[src/rtl/load_store_unit.sv]
// load_store_unit: multi-cycle load/store engine between the control FSM and a
// single-port word memory. Sub-word stores are done as read-modify-write.
// Optional feature macro: LSU_MISALIGN_TRAP_EN -- when defined, misaligned
// half/word accesses fault through ERR instead of being aligned down.
module load_store_unit (
  input  logic        clk,
  input  logic        reset,
  input  logic        req,
  input  logic        we,
  input  logic [2:0]  funct3,
  input  logic [31:0] addr,
  input  logic [31:0] wdata,
  output logic [31:0] mem_address,
  output logic [31:0] mem_writeData,
  output logic        mem_memRead,
  output logic        mem_memWrite,
  input  logic [31:0] mem_memData,
  output logic [31:0] rdata,
  output logic        busy,
  output logic        done,
  output logic        misaligned
);

  typedef enum logic [2:0] {IDLE, RD, WR, DONE, ERR} state_t;

  // access size code: 0 = byte, 1 = half, 2 = word; stores with funct3[2]=1
  // and every unlisted encoding fall back to a word access
  function automatic logic [1:0] acc_size(input logic w, input logic [2:0] f3);
    if (!(w && f3[2]) && f3[1:0] == 2'b00) return 2'd0;
    if (!(w && f3[2]) && f3[1:0] == 2'b01) return 2'd1;
    return 2'd2;
  endfunction

  state_t      state;
  logic [31:0] addr_q, wdata_q, word_q, rdata_q;
  logic [2:0]  funct3_q;
  logic        we_q;

  logic [1:0]  size_in, size_q;
  logic        mis_in;
  logic [31:0] shifted, load_val, merged;

  assign size_in = acc_size(we, funct3);
  assign size_q  = acc_size(we_q, funct3_q);

`ifdef LSU_MISALIGN_TRAP_EN
  assign mis_in = (size_in == 2'd1 && addr[0]) || (size_in == 2'd2 && addr[1:0] != 2'b00);
`else
  assign mis_in = 1'b0;
`endif

  // load extraction straight from the memory bus during RD
  always_comb begin
    shifted  = mem_memData >> {addr_q[1:0], 3'b000};
    load_val = mem_memData;
    case (size_q)
      2'd0: load_val = funct3_q[2] ? {24'b0, shifted[7:0]} : {{24{shifted[7]}}, shifted[7:0]};
      2'd1: begin
        // half select uses addr_q[1] only, so an odd address aligns down
        load_val = mem_memData >> {addr_q[1], 4'b0000};
        load_val = funct3_q[2] ? {16'b0, load_val[15:0]} : {{16{load_val[15]}}, load_val[15:0]};
      end
      default: load_val = mem_memData;
    endcase
  end

  // store merge of the captured word with the new byte/half
  always_comb begin
    merged = word_q;
    case (size_q)
      2'd0:    merged[{addr_q[1:0], 3'b000} +: 8] = wdata_q[7:0];
      2'd1:    merged[{addr_q[1], 4'b0000} +: 16] = wdata_q[15:0];
      default: merged = wdata_q;
    endcase
  end

  // control FSM with the latched request and result registers
  always_ff @(posedge clk) begin
    if (reset) begin
      state    <= IDLE;
      addr_q   <= '0;
      wdata_q  <= '0;
      funct3_q <= '0;
      we_q     <= 1'b0;
      word_q   <= '0;
      rdata_q  <= '0;
    end else begin
      case (state)
        IDLE: if (req) begin
          addr_q   <= addr;
          wdata_q  <= wdata;
          funct3_q <= funct3;
          we_q     <= we;
          if (mis_in)                       state <= ERR;
          else if (we && size_in == 2'd2)   state <= WR;
          else                              state <= RD;
        end
        RD: begin
          word_q <= mem_memData;
          if (we_q) state <= WR;
          else begin
            rdata_q <= load_val;
            state   <= DONE;
          end
        end
        WR:        state <= DONE;
        DONE, ERR: state <= IDLE;
        default:   state <= IDLE;
      endcase
    end
  end

  // strobes are gated by reset so an access aborted mid-flight never touches memory
  assign mem_address   = {addr_q[31:2], 2'b00};
  assign mem_writeData = merged;
  assign mem_memRead   = (state == RD) && !reset;
  assign mem_memWrite  = (state == WR) && !reset;
  assign busy          = (state != IDLE) && !reset;
  assign done          = (state == DONE || state == ERR) && !reset;
  assign rdata         = reset ? 32'b0 : rdata_q;
`ifdef LSU_MISALIGN_TRAP_EN
  assign misaligned    = (state == ERR) && !reset;
`else
  assign misaligned    = 1'b0;
`endif

endmodule

[config.mk]
export PLATFORM = sky130hd
export DESIGN_NAME = load_store_unit
export DESIGN_NICKNAME = d
export VERILOG_FILES = /design/src/rtl/load_store_unit.sv
export SDC_FILE = /design/constraint.sdc
export NUM_CORES = 1
export LEC_CHECK = 0
export ABC_AREA = 0
export CAP_MARGIN = 10
export CELL_PAD_IN_SITES_DETAIL_PLACEMENT = 0
export CELL_PAD_IN_SITES_GLOBAL_PLACEMENT = 1
export CORE_MARGIN = 10
export CORE_UTILIZATION = 34
export CTS_BUF_LIST = sky130_fd_sc_hd__clkbuf_4 sky130_fd_sc_hd__clkbuf_8 sky130_fd_sc_hd__clkbuf_16
export DETAILED_ROUTE_END_ITERATION = 16
export PLACE_DENSITY = 0.83
export SLEW_MARGIN = 20
export SYNTH_ARGS = -nofsm -noshare
export SYNTH_HDL_FRONTEND = slang
export SYNTH_SLANG_ARGS = --single-unit
[constraint.sdc]
create_clock -name clk -period 3 [get_ports clk]
set_clock_uncertainty 0.1 [all_clocks]
set_input_delay 0.9 -clock clk [delete_from_list [all_inputs] [get_ports clk]]
set_output_delay 0.9 -clock clk [all_outputs]
set_load 0.02 [all_outputs]
* Word-level counts from Yosys, hierarchy flattened
Index checks and enable logic that the tools add are counted.
Operators by class: add/sub/neg operators 2, equality and inequality tests 9, shift operators 6, multiplexer cells 25, bitwise gates (word level) 1, reduce and logical (&&, ||, !) cells 22
Operators with widths (number):
- 32-bit case mux with 2 select lines | 2
- 32-bit two-way mux | 3
- 32-bit bitwise mux | 2
- 16-bit by 7-bit variable shift with 32-bit output, first input constant | 1
- 8-bit by 7-bit variable shift with 32-bit output, first input constant | 1
- 16-bit by 7-bit variable part select with 32-bit output | 1
- 8-bit by 7-bit variable part select with 32-bit output | 1
- 32-bit by 5-bit >> shifter with 16-bit output | 1
- 32-bit by 5-bit >> shifter with 8-bit output | 1
- 2-bit two-way mux | 9
- 5-bit negation with 7-bit output | 2
- 1-bit logical AND | 11
- 3-bit case mux with 3 select lines | 1
- 1-bit two-way mux | 7
- 2-bit by 1-bit equality test with 1-bit output, second input constant | 3
- 3-bit by 2-bit equality test with 1-bit output, second input constant | 2
- 2-bit logical NOT | 3
- 2-bit AND reduction | 2
- 3-bit by 1-bit equality test with 1-bit output, second input constant | 1
- 3-bit equality test, second input constant | 1
- 1-bit logical NOT | 3
- 3-bit logical NOT | 1
- 3-bit two-way mux | 1
- 3-bit nonzero test | 1
- 4 further kinds | 4
Storage, ports and cells: register bits after elaboration 135, output and inout port bits 101

* Logic depth before layout (Yosys ltp)
depth in word-level cells 12, gate-level depth with buffers 8

* Least setup slack after synthesis
No wires, ideal clock.
kind register to output, start reg addr_q[1], end out mem_writeData[16], arrival time 1.939 ns, data required time 2.000 ns, setup slack 0.061 ns, stages on the path, launching flop included 8, cell sequence dfxtp_1 buf_2 inv_1 ha_1 nor2b_1 a32o_1 a221oi_1 nor2_1
On the way: cells in the longest elaborated chain, start to end 4
RTL lines:
- start: declaration | line 35 | logic [31:0] addr_q, wdata_q, word_q, rdata_q;
- start signal: assignment | line 90 | addr_q <= addr;
- 5-bit negation with 7-bit output, on equally long branches | line 72, 71
- 16-bit by 7-bit variable part select with 32-bit output (tied with other cells) | line 72 | 2'd1: merged[{addr_q[1], 4'b0000} +: 16] = wdata_q[15:0];
- 32-bit bitwise mux, on equally long branches | line 72, 71
- 32-bit case mux with 2 select lines (*) | line 70 | case (size_q)
- end: declaration | line 14 | output logic [31:0] mem_writeData,
Mark *: on every way between the ends. The rest lies on a longest branch, timed or not.

* Worst setup path after layout
start reg addr_q[0], end out mem_writeData[27]
On the way: cells in the longest elaborated chain, start to end 4
RTL lines:
- 5-bit negation with 7-bit output (*) | line 71 | 2'd0: merged[{addr_q[1:0], 3'b000} +: 8] = wdata_q[7:0];
- 8-bit by 7-bit variable part select with 32-bit output or 8-bit by 7-bit variable shift with 32-bit output (tied branches) | line 71
- 32-bit bitwise mux (*) | line 71
- 32-bit case mux with 2 select lines (*) | line 70
Marked as above.

==> impl_metrics.json <==
{
  "synth_edf_count": 0,
  "power_density_nw_per_um2": 814,
  "grt_pass1_wl_um": 35800,
  "ir_worst_vdd_v": 0.000444,
  "clkTransAtPathRegs_ps": 60,
  "min_period_ps": 3160,
  "synthArstFlopShare": 0,
  "reg2reg_to": "rdata_q[10]",
  "max_freq_ghz": 0.317,
  "hold_viol_final": 0,
  "setup.worst_path.class": "flip-flop to output pin",
  "crit_family": "buffers and inverters",
  "cp.buffers_inverters": 5,
  "setup_ws_ps": -158,
  "clk_latency_ps": 420,
  "synthToLayoutAreaGrowth_pct": 47.2,
  "register_area_um2": 2690,
  "critPathArrivalTime_ps": 2160,
  "h-tree-depth": 4,
  "antenna_found_initial": 1,
  "netlist_area_um2": 6530,
  "grt_max_degree": 71,
  "numPortBuffers": 200,
  "fin_setup_tns_ps": -2300,
  "sw_frac_of_total": 0.384,
  "seq_area_frac_synth": 0.411,
  "track_usage": 0.186,
  "endpoint_kind": "output pin",
  "gp_congestion": 0.851,
  "core-area_um2": 18800,
  "fin_crit_sh": 1.05,
  "via_count": 6407,
  "fill_cells": 1779,
  "antennaDiodeCount": 0,
  "ys.flop_type": "dfxtp_1",
  "yosysUniqueCellTypes": 46,
  "die_y_um": 159,
  "status": "complete, but fails checks",
  "wl_um": 24200,
  "seqPwrFrac": 0.318,
  "rsz0062_at_grt": "yes",
  "layout_common_cells": "nand2_1, clkdlybuf4s50_1, dfxtp_1",
  "nets": 1113,
  "first_pass_iters": 6,
  "cts_buffers": 17,
  "netlist_instances": 815,
  "crit_path_top_delay_cell": "dfxtp_2",
  "intPower_mw": 4.82,
  "maxSlewViolCount": 0,
  "ant_nets": 0,
  "viasPerCell": 5.14,
  "dp_hpwl_um": 17700,
  "yosysWarnings": 0,
  "max_cap_violations": 0,
  "drt_iter0_drc": 378,
  "setup_viol": 20,
  "critical_path_peak_fanout": 4,
  "holdCritPathClass": "flip-flop to flip-flop",
  "ys_seq_elements": 134,
  "die_x_um": 159,
  "violations": "setup timing",
  "postCtsHoldBufs": 0,
  "avgSynthCellArea_um2": 8.01,
  "io_pins": 204,
  "tightest_slew_ps": 799,
  "slowest_delay_ps": 350,
  "cts.path.max_buffers": 2,
  "power_mw": 7.83,
  "cts_tree": "done",
  "dieArea_um2": 25100,
  "reg2regPathDepth": 5,
  "p_sw_mw": 3.01,
  "endpoint": "mem_writeData[27]",
  "clkPwrFrac": 0.249,
  "final_design_area_no_fill_um2": 9610,
  "timing.max_slew.rel_slack": 0.467,
  "worstPathCellList": "inv_2 -> buf_6 -> ha_4 -> buf_6 -> nor4_4 -> buf_4 -> a221o_1 -> a22o_1 -> buf_6",
  "drc": 0,
  "rows": 50,
  "cp-startpoint": "addr_q[0]",
  "cts_root_buffer": "clkbuf_16",
  "r2r_setup_slack_ps": 530,
  "final_layout_size_suffix_gt1_frac": 0.167,
  "utilization": 0.512,
  "power_leakage_nw": 3.85,
  "critPathLaunchType": "flip-flop",
  "comb_power_share": 0.434,
  "grt_pass1_vias": 6297,
  "r2r-start": "state[0]",
  "grt-ovfl-total": 0,
  "drt-wirelength-per-cell_um": 19.4,
  "crit_cells": 9,
  "placed_area_um2": 8760,
  "final_common_cell": "nand2_1",
  "clock_sinks": 134,
  "multi_input_area_um2": 3460,
  "crit_top_cell": "buf_6",
  "start_util": 0.348,
  "cp.required_ps": 2000
}
-- flip-flops by register name, summed over array words and instances, names as in the netlist --
name,flops
funct3_q,3
rdata_q,32
addr_q,32
state,2
wdata_q,32
we_q,1
word_q,32
-- cells in the mapped netlist, drive strengths merged (2+ instances only) --
cell	number	area share
a21oi	111	0.089
a221o	9	0.014
a221oi	8	0.011
a222oi	7	0.011
a22o	16	0.021
a22oi	2	0.0023
a31o	7	0.0094
a31oi	2	0.0019
a41oi	7	0.0094
and2	2	0.0023
buf	58	0.057
clkbuf	37	0.021
dfxtp	134	0.41
ha	10	0.019
inv	16	0.0092
mux2	3	0.0052
mux2i	41	0.063
nand2	170	0.098
nand2b	2	0.0019
nand3	19	0.015
nand4	7	0.0067
nor2	56	0.032
nor2b	40	0.038
nor3	4	0.0038
o21ai	34	0.026
-- power by group through the flow --
| stage | clock network, mW | registers, mW | logic (mW) |
|---|---|---|---|
| after CTS | 1.98 | 2.47 | 3.29 |
| after global routing | 2.06 | 2.52 | 3.70 |
| after detailed placement | 0 | 2.49 | 3.24 |
| after global placement | 0 | 2.49 | 3.21 |
| final | 1.94 | 2.49 | 3.40 |
| after floorplan | 0 | 2.39 | 2.07 |
-- per-stage QoR --
step	setup WS (ps)	hold slack [ps]	std cells
floorplan	60.6	337	817
global placement	-167	341	1209
detailed placement	-210	346	1209
CTS	-125	354	1244
global route	-252	367	1247
finish	-158	352	1247
-- per-layer routing --
metal	vias up	GRT usage	share of wire
li1	3142	-	-
met1	3050	0.221	0.42
met2	189	0.306	0.49
met3	24	0.0648	0.075
met4	2	0.0613	0.017
met5	-	0	0.00050
-- worst reg2reg max path, cell delays in order (launching register included) --
cell      delay, ps
dfxtp_1         420
ha_2            240
buf_4           500
nand2b_1        510
a21oi_4         390
a41oi_1         160
-- how the worst min path moves through the flow --
stage                 from           to  slack, ps  depth (start not counted)
2_1_floorplan  wdata_q[24]  wdata_q[24]        340                          2
3_3_place_gp    addr_q[24]   addr_q[24]        340                          2
3_5_place_dp    addr_q[11]   addr_q[11]        350                          2
4_1_cts         addr_q[27]   addr_q[27]        350                          2
5_1_grt          addr_q[4]    addr_q[4]        370                          2
6_report        addr_q[27]   addr_q[27]        350                          2
-- cells by family after synthesis --
logic type               after synthesis  share of synthesized area
AND/OR/NAND/NOR                      304                      0.204
AO/OA/AOI/OAI                        209                      0.206
flip-flops                           134                      0.411
buffers and inverters                112                     0.0876
multiplexers                          45                     0.0715
adder cells (fa/ha/maj)               10                     0.0192
other                                  1                   0.000574
-- cell type report --
| class | count | share of cell area |
|---|---|---|
| multi-input combinational | 571 | 0.360 |
| clock buffer | 19 | 0.0465 |
| clock inverter | 13 | 0.0104 |
| inverter | 17 | 0.00664 |
| tap | 234 | 0.0305 |
| sequential | 134 | 0.279 |
| timing repair buffer | 259 | 0.266 |
-- repair_timing --
item	CTS	global route
gates cloned	0	0
pin swaps	20	22
resized for setup	177	66
setup buffers	4	3
endpoints found under the setup margin	32	42
(Power assumes the default switching activity.)
